## src/rtl/morse_key_sequencer_pkg.sv

```systemverilog
// Shared definitions for the Morse datapath: symbol codes consumed by the letter
// decoder, the key-sequencer state encoding and the per-letter symbol limit.
package morse_key_sequencer_pkg;

  localparam logic [1:0] SYM_NONE = 2'b00;
  localparam logic [1:0] SYM_DOT  = 2'b01;
  localparam logic [1:0] SYM_DASH = 2'b10;
  localparam logic [1:0] SYM_EOL  = 2'b11;

  localparam int unsigned MAX_SYMS = 5;

  typedef enum logic [1:0] {
    ST_IDLE  = 2'd0,
    ST_MARK  = 2'd1,
    ST_SPACE = 2'd2
  } state_t;

endpackage

```

## src/rtl/morse_key_sequencer_tick_counter.sv

```systemverilog
// Saturating duration counter: synchronous clear has priority over the tick
// enable, and the count sticks at all-ones instead of wrapping.
module tick_counter
  import morse_key_sequencer_pkg::*;
#(
  parameter int CNT_W = 8
) (
  input  logic             clk,
  input  logic             reset,
  input  logic             clr,
  input  logic             en,
  output logic [CNT_W-1:0] count
);

  localparam logic [CNT_W-1:0] CNT_MAX = '1;

  function automatic logic [CNT_W-1:0] sat_inc(input logic [CNT_W-1:0] v);
    return (v == CNT_MAX) ? v : v + CNT_W'(1);
  endfunction

  always_ff @(posedge clk) begin
    if (!reset) begin
      count <= '0;
    end else if (clr) begin
      count <= '0;
    end else if (en) begin
      count <= sat_inc(count);
    end
  end

endmodule

```

## src/rtl/morse_key_sequencer.sv

```systemverilog
// Key front end: times marks and spaces in divided-clock ticks, classifies marks
// as dot/dash and frames letters with end-of-letter symbols on a one-deep output.
module morse_key_sequencer
  import morse_key_sequencer_pkg::*;
#(
  parameter int DOT_MIN    = 1,
  parameter int DASH_TICKS = 3,
  parameter int LETTER_GAP = 3,
  parameter int CNT_W      = 8
) (
  input  logic       clk,
  input  logic       reset,
  input  logic       tick,
  input  logic       key,
  input  logic       send,
  input  logic       sym_ready,
  output logic       sym_valid,
  output logic [1:0] sym_code,
  output logic [2:0] sym_cnt,
  output logic       busy,
  output logic       overrun
);

  localparam logic [CNT_W-1:0] DOT_MIN_C  = CNT_W'(DOT_MIN);
  localparam logic [CNT_W-1:0] DASH_C     = CNT_W'(DASH_TICKS);
  localparam logic [CNT_W-1:0] GAP_M1_C   = CNT_W'(LETTER_GAP - 1);
  localparam logic [2:0]       LAST_SYM_C = 3'(MAX_SYMS - 1);

  state_t           state, state_nxt;
  logic             key_q, send_q;
  logic             pend_eol;
  logic [CNT_W-1:0] mark_cnt, space_cnt;

  logic key_rise, key_fall, send_rise;
  logic in_mark, in_space;
  logic classify, gap_hit, slot_free;
  logic sym_load, sym_drop, letter_open, eol_trig, eol_load;
  logic [1:0] cls_code;

  assign key_rise  = key & ~key_q;
  assign key_fall  = ~key & key_q;
  assign send_rise = send & ~send_q;
  assign in_mark   = (state == ST_MARK);
  assign in_space  = (state == ST_SPACE);

  tick_counter #(.CNT_W(CNT_W)) u_mark_cnt (
    .clk   (clk),
    .reset (reset),
    .clr   (key_rise & ~in_mark),
    .en    (tick & in_mark),
    .count (mark_cnt)
  );

  tick_counter #(.CNT_W(CNT_W)) u_space_cnt (
    .clk   (clk),
    .reset (reset),
    .clr   (in_mark & key_fall),
    .en    (tick & in_space),
    .count (space_cnt)
  );

  // The gap fires on the tick that would bring the space count up to LETTER_GAP,
  // so the end-of-letter lands in the output register on that same edge.
  assign classify  = in_mark & key_fall & (mark_cnt >= DOT_MIN_C);
  assign cls_code  = (mark_cnt >= DASH_C) ? SYM_DASH : SYM_DOT;
  assign gap_hit   = in_space & tick & (space_cnt >= GAP_M1_C);
  assign slot_free = ~sym_valid | sym_ready;

  // A pending end-of-letter closes the previous letter, so it owns the free slot
  // ahead of a freshly classified mark; that mark is then dropped.
  assign sym_load    = classify & slot_free & ~pend_eol;
  assign sym_drop    = classify & ~sym_load;
  assign letter_open = (sym_cnt != 3'd0) | sym_load;
  assign eol_trig    = letter_open &
                       (gap_hit | send_rise | (sym_load & (sym_cnt == LAST_SYM_C)));
  assign eol_load    = slot_free & (pend_eol | (eol_trig & ~sym_load));

  always_ff @(posedge clk) begin
    if (!reset) begin
      state <= ST_IDLE;
    end else begin
      state <= state_nxt;
    end
  end

  always_comb begin
    state_nxt = state;
    busy      = (state != ST_IDLE) | sym_valid | pend_eol;
    unique case (state)
      ST_IDLE: begin
        if (key_rise) state_nxt = ST_MARK;
      end
      ST_MARK: begin
        if (key_fall) state_nxt = ST_SPACE;
      end
      ST_SPACE: begin
        if (key_rise) begin
          state_nxt = ST_MARK;
        end else if (gap_hit | pend_eol | eol_trig) begin
          state_nxt = ST_IDLE;
        end
      end
      default: state_nxt = ST_IDLE;
    endcase
  end

  always_ff @(posedge clk) begin
    if (!reset) begin
      key_q     <= 1'b0;
      send_q    <= 1'b0;
      pend_eol  <= 1'b0;
      sym_valid <= 1'b0;
      sym_code  <= SYM_NONE;
      sym_cnt   <= 3'd0;
      overrun   <= 1'b0;
    end else begin
      key_q    <= key;
      send_q   <= send;
      pend_eol <= (pend_eol | eol_trig) & ~eol_load;
      if (sym_drop) overrun <= 1'b1;
      if (sym_load) begin
        sym_valid <= 1'b1;
        sym_code  <= cls_code;
        sym_cnt   <= sym_cnt + 3'd1;
      end else if (eol_load) begin
        sym_valid <= 1'b1;
        sym_code  <= SYM_EOL;
        sym_cnt   <= 3'd0;
      end else if (sym_ready) begin
        sym_valid <= 1'b0;
        sym_code  <= SYM_NONE;
      end
    end
  end

endmodule
```

## config.mk

```make
export PLATFORM = sky130hd
export DESIGN_NAME = morse_key_sequencer
export DESIGN_NICKNAME = d
export VERILOG_FILES = /design/src/rtl/morse_key_sequencer_pkg.sv /design/src/rtl/morse_key_sequencer_tick_counter.sv /design/src/rtl/morse_key_sequencer.sv
export SDC_FILE = /design/constraint.sdc
export NUM_CORES = 1
export LEC_CHECK = 0
export BUFFER_PORTS_ARGS = -buffer_cell sky130_fd_sc_hd__buf_2
export CORE_MARGIN = 4
export CORE_UTILIZATION = 59
export DETAILED_ROUTE_END_ITERATION = 10
export PLACE_DENSITY = 0.79
export SLEW_MARGIN = 20
export SYNTH_ARGS = -nofsm -noshare
export SYNTH_HDL_FRONTEND = slang
export SYNTH_SLANG_ARGS = --single-unit
```

## constraint.sdc

```tcl
create_clock -name clk -period 4.5 [get_ports clk]
set_input_delay 0.9 -clock clk [delete_from_list [all_inputs] [get_ports clk]]
set_output_delay 0.9 -clock clk [all_outputs]
set_load 0.05 [all_outputs]
```

Yosys cells after proc, flatten, opt, wreduce, memory -nomap -nowiden. Index checks and enable logic that the tools add are counted.

Input port bits: 6. RAM bits: 0. ROM bits: 0. Memories kept: 0. Word-level logic and storage cells: 86. Latch bits: 0. Output and inout port bits: 8. Register bits: 28.

Magnitude comparators: 3. $mul: 0. Equal/unequal tests: 8. Reductions and logical operators: 10. $add $sub $neg: 3. Bitwise logic cells: 38. Shifts and indexed selects: 0. Mux-type cells: 14. Div/mod/pow operators: 0.

Operators with widths (count): 1-bit bitwise AND (17); 8-bit by 1-bit adder with 8-bit output, second input constant (2); 8-bit equality test, second input constant (2); 8-bit by 2-bit >= comparator with 1-bit output, second input constant (2); 2-bit two-way mux (8); 1-bit NOT (11); 1-bit bitwise OR (10); 8-bit by 1-bit >= comparator with 1-bit output, second input constant (1); 3-bit two-way mux (2); 2-bit one-hot mux with 3 select lines (1); 3-bit nonzero test (2); 2-bit != test, second input constant (2); 2-bit AND reduction (2); 2-bit nonzero test (2); 2-bit OR reduction (2); 3-bit by 1-bit adder with 3-bit output, second input constant (1); 3-bit equality test, second input constant (1); 1-bit two-way mux (3); 3-bit by 2-bit != test with 1-bit output, second input constant (1); 3-bit AND reduction (1); 2-bit by 1-bit equality test with 1-bit output, second input constant (1); 2-bit equality test, second input constant (1); 2-bit logical NOT (1).

Longest topological paths before layout.
Depth in word-level cells: 14. Depth in mapped cells: 7. Mapped depth without buffers: 7.

By module. A second synthesis with hierarchy kept.

Cell total of the unflattened synthesis: 170. Area, all modules: 1525.2 µm².

By module, submodules not included: tick_counter (area each 400.4 µm², cells an instance 43, instances 2, sequential area each 160.2 µm²); morse_key_sequencer (area each 724.4 µm², cells an instance 84, instances 1, sequential area each 240.2 µm²).

Worst setup path after synthesis. OpenSTA, ideal clock, no wires.

Kind: register to output. Start point: register sym_valid. End point: output busy. Data arrival time: 1.303 ns. Slack: 2.297 ns. Buffers on the path: 0. Required time: 3.600 ns. Stages on the path, launching flop included: 2. Cell sequence: dfxtp_1 -> or4_1.

Word-level cells in the longest chain between the ends: 2.

RTL lines: from (decl) (RTL line morse_key_sequencer.sv:17) `output logic sym_valid,`; from (signal assigned) (RTL line morse_key_sequencer.sv:112) `sym_valid <= 1'b0;`; from (signal assigned) (RTL line morse_key_sequencer.sv:122) `sym_valid <= 1'b1;`; from (signal assigned) (RTL line morse_key_sequencer.sv:126) `sym_valid <= 1'b1;`; 1-bit bitwise OR (2 in a row) (RTL line morse_key_sequencer.sv:88) `busy = (state != ST_IDLE) | sym_valid | pend_eol;`; to (decl) (RTL line morse_key_sequencer.sv:20) `output logic busy,`.

Every way passes these cells.

Final worst setup path. Same ends and word-level chain as after synthesis.

==> run_results.csv <==
group,metric,value,unit
drt,dr_total_vias,1212,
pwr,p_per_area,243,mW/mm^2
timing,timing.hold.ws,496,ps
cells_and_area,layout-drive-gt1-share,14.4,%
logic_synthesis,synth_most_common_cell,"dfxtp_1",
die,die-area,0.00332,sq mm
min_path,min_from,"overrun",
logic_synthesis,yosysUniqueCellTypes,43,
logic_synthesis,synth_edf_count,0,
logic_synthesis,syn_inst,166,
grt,antenna_found_initial,0,
timing,slew_viol_final,0,
logic_synthesis,synthArstFlopShare,0,%
logic_synthesis,synthesis.area,0.00145,sq mm
drt,initialDrtViolationCount,40,
setup_path,required,3600,ps
die,rows,17,
placed_design,gp_congestion,0.862,
drt,drcViolationCount,0,
logic_synthesis,netlist_top_cells_area,"dfxtp_1, ha_1, nor2_1, xnor2_1, inv_1",
setup_path,critPathSlowestCell,"or4_1",
setup_path,r2r_cells,7,
drt,wl_per_cell,13.2,um
timing,clock.fmax,427,MHz
logic_synthesis,ys_seq_area_share,38.6,%
min_path,min-delay-path-class,"flip-flop to flip-flop",
drt,ant_nets,0,
placed_design,place_hpwl,2060,um
clock_tree,cts_sinks,28,
setup_path,endpoint_kind,"output port",
logic_synthesis,yosys_register_bits,28,
grt,grt_max_degree,15,
die,ioPinCount,14,
setup_path,rr_endpoint,"sym_code[0]",
timing,min_period,2340,ps
grt,grt-ovfl-total,0,
timing,fin_skew,2.19,ps
cells_and_area,multi_input_area,833,sq um
timing,setup_violations,0,
timing,rsz0062_at_grt,"no",
cells_and_area,fillers,191,
drt,routed_wl,2740,um
die,start_util,63.9,%
grt,grt_pass1_wl,4970,um
setup_path,start_kind,"flip-flop",
setup_path,slowest_delay,530,ps
setup_path,rr_startpoint,"u_mark_cnt.count[1]",
cells_and_area,fin_nets,195,
clock_tree,post_cts.repair.setup_buffers,0,
cells_and_area,insertedDiodeCount,0,
setup_path,crit_arrival,1440,ps
clock_tree,cts_buffers,3,
cells_and_area,fin_util,68.6,%
cells_and_area,areaGrowthSynthToFinish,7.40,%
clock_tree,clk_pin_slew,140,ps
timing,hold_viol_final,0,
clock_tree,cts_tree,"built",
logic_synthesis,syn_area_per_cell,8.76,sq um
die,core,0.00228,sq mm
setup_path,critical_path_class,"flip-flop to output port",
run_status,outcome,"complete, no violations",
clock_tree,htree_levels,1,
die,die-height,57.6,um
grt,grt_pass1_vias,1207,
clock_tree,cts_resized,0,
logic_synthesis,ys_warn_count,0,
logic_synthesis,synth_top_area_share,38.6,%
drt,drt_first_pass_iters,4,
clock_tree,clk_latency,310,ps
logic_synthesis,synth_area_leader_cell,"dfxtp_1",
clock_tree,cts_buffer_depth,2,
timing,fin_tns_setup,0,ps
setup_path,endpoint,"busy",
timing,fin_crit_sh,52.0,%
job,cap_viol_max_count,0,
setup_path,worst-r2r-setup-slack,2460,ps
logic_synthesis,ys.flop_type,"dfxtp_1",
clock_tree,root_buffer,"clkbuf_4",
setup_path,crit_fanout,4,
logic_synthesis,synth_nets,179,
placed_design,io_buffers,13,
logic_synthesis,synth_common_cells,"dfxtp_1, nor2_1, inv_1, xnor2_1",
timing,maxSlewHeadroom,51.8,%
setup_path,cp_cell_sequence,"or4_1, buf_2",
clock_tree,hold_buffers,0,
pwr,leakage,0.615,nW
grt,grtUsageTotal,18.4,%
pwr,vdd_ir_drop_max,0.196,mV
setup_path,cp-startpoint,"sym_valid",
die,die_x,57.6,um
drt,routed_via_density,5.83,
timing,worstMarginPinSlew,719,ps
cells_and_area,seq_area,561,sq um
## stage by stage
stage               power (mW)  cells  worst slack, ps  instance area [sq um]
detailed placement       0.287    205             2350                   1540
CTS                      0.386    208             2150                   1560
global placement         0.287    205             2430                   1540
global route             0.402    208             2120                   1560
floorplan                0.280    166             2300                   1450
finish                   0.380    208             2160                   1560
## worst max-delay path, delay by kind of cell, from the launching register on
family	cells	cell delay (ps)
buf+inv	1	230
simple gates	1	530
flops	1	360
## cell type report
class / count / area share, %
Inverter: 12 / 2.88
Timing Repair Buffer: 13 / 4.17
Tap cell: 28 / 2.24
Sequential cell: 28 / 35.9
Multi-Input combinational cell: 124 / 53.4
Clock buffer: 3 / 1.44
## layout by cell type (no fill, tap or decap), drive strengths merged, types with 3 or more instances in the layout
cell type   n
a21oi       6
buf        13
o21ai       8
nand2       7
a31oi       3
xnor2       8
clkbuf      3
ha          7
nor2       23
inv        12
nand3       5
dfxtp      28
xor2        5
nand4       6
nor3        7
and2        5
## routing by layer
metal | share of wire (%) | track usage, %
met1 | 46 | 22.1
met2 | 50 | 32.9
met3 | 2.8 | 2.67
met4 | 1.0 | 6.62
met5 | 0 | 0
## how the worst min path moves through the flow
stage | cells past startpoint | slack, ps | endpoint
final | 2 | 500 | overrun
after floorplan | 2 | 490 | u_space_cnt.count[5]
after global placement | 2 | 450 | overrun
after global routing | 2 | 550 | overrun
after detailed placement | 2 | 460 | overrun
after CTS | 2 | 490 | overrun
## flip-flops by register name, indices dropped and copies added (netlist names), 2 cells and up
name,flops
sym_cnt,3
u_space_cnt.count,8
u_mark_cnt.count,8
state,2
sym_code,2
## logic make-up after synthesis
family / share of synthesized area [%]
AOI/OAI and AO/OA: 13.7
xor gates and xnor gates: 7.83
buffers and inverters: 4.13
adders and majority gates: 6.02
and+or+nand+nor: 28.4
muxes: 1.38
DFF: 38.6
## where the power goes
group | leakage [nW] | switching, mW | internal (mW) | total (mW)
clock | 0.0138 | 0.0669 | 0.0313 | 0.0982
sequential | 0.226 | 0.00221 | 0.251 | 0.253
combinational | 0.375 | 0.0185 | 0.0106 | 0.0290
Note: power is estimated with default switching activity, not from simulation.
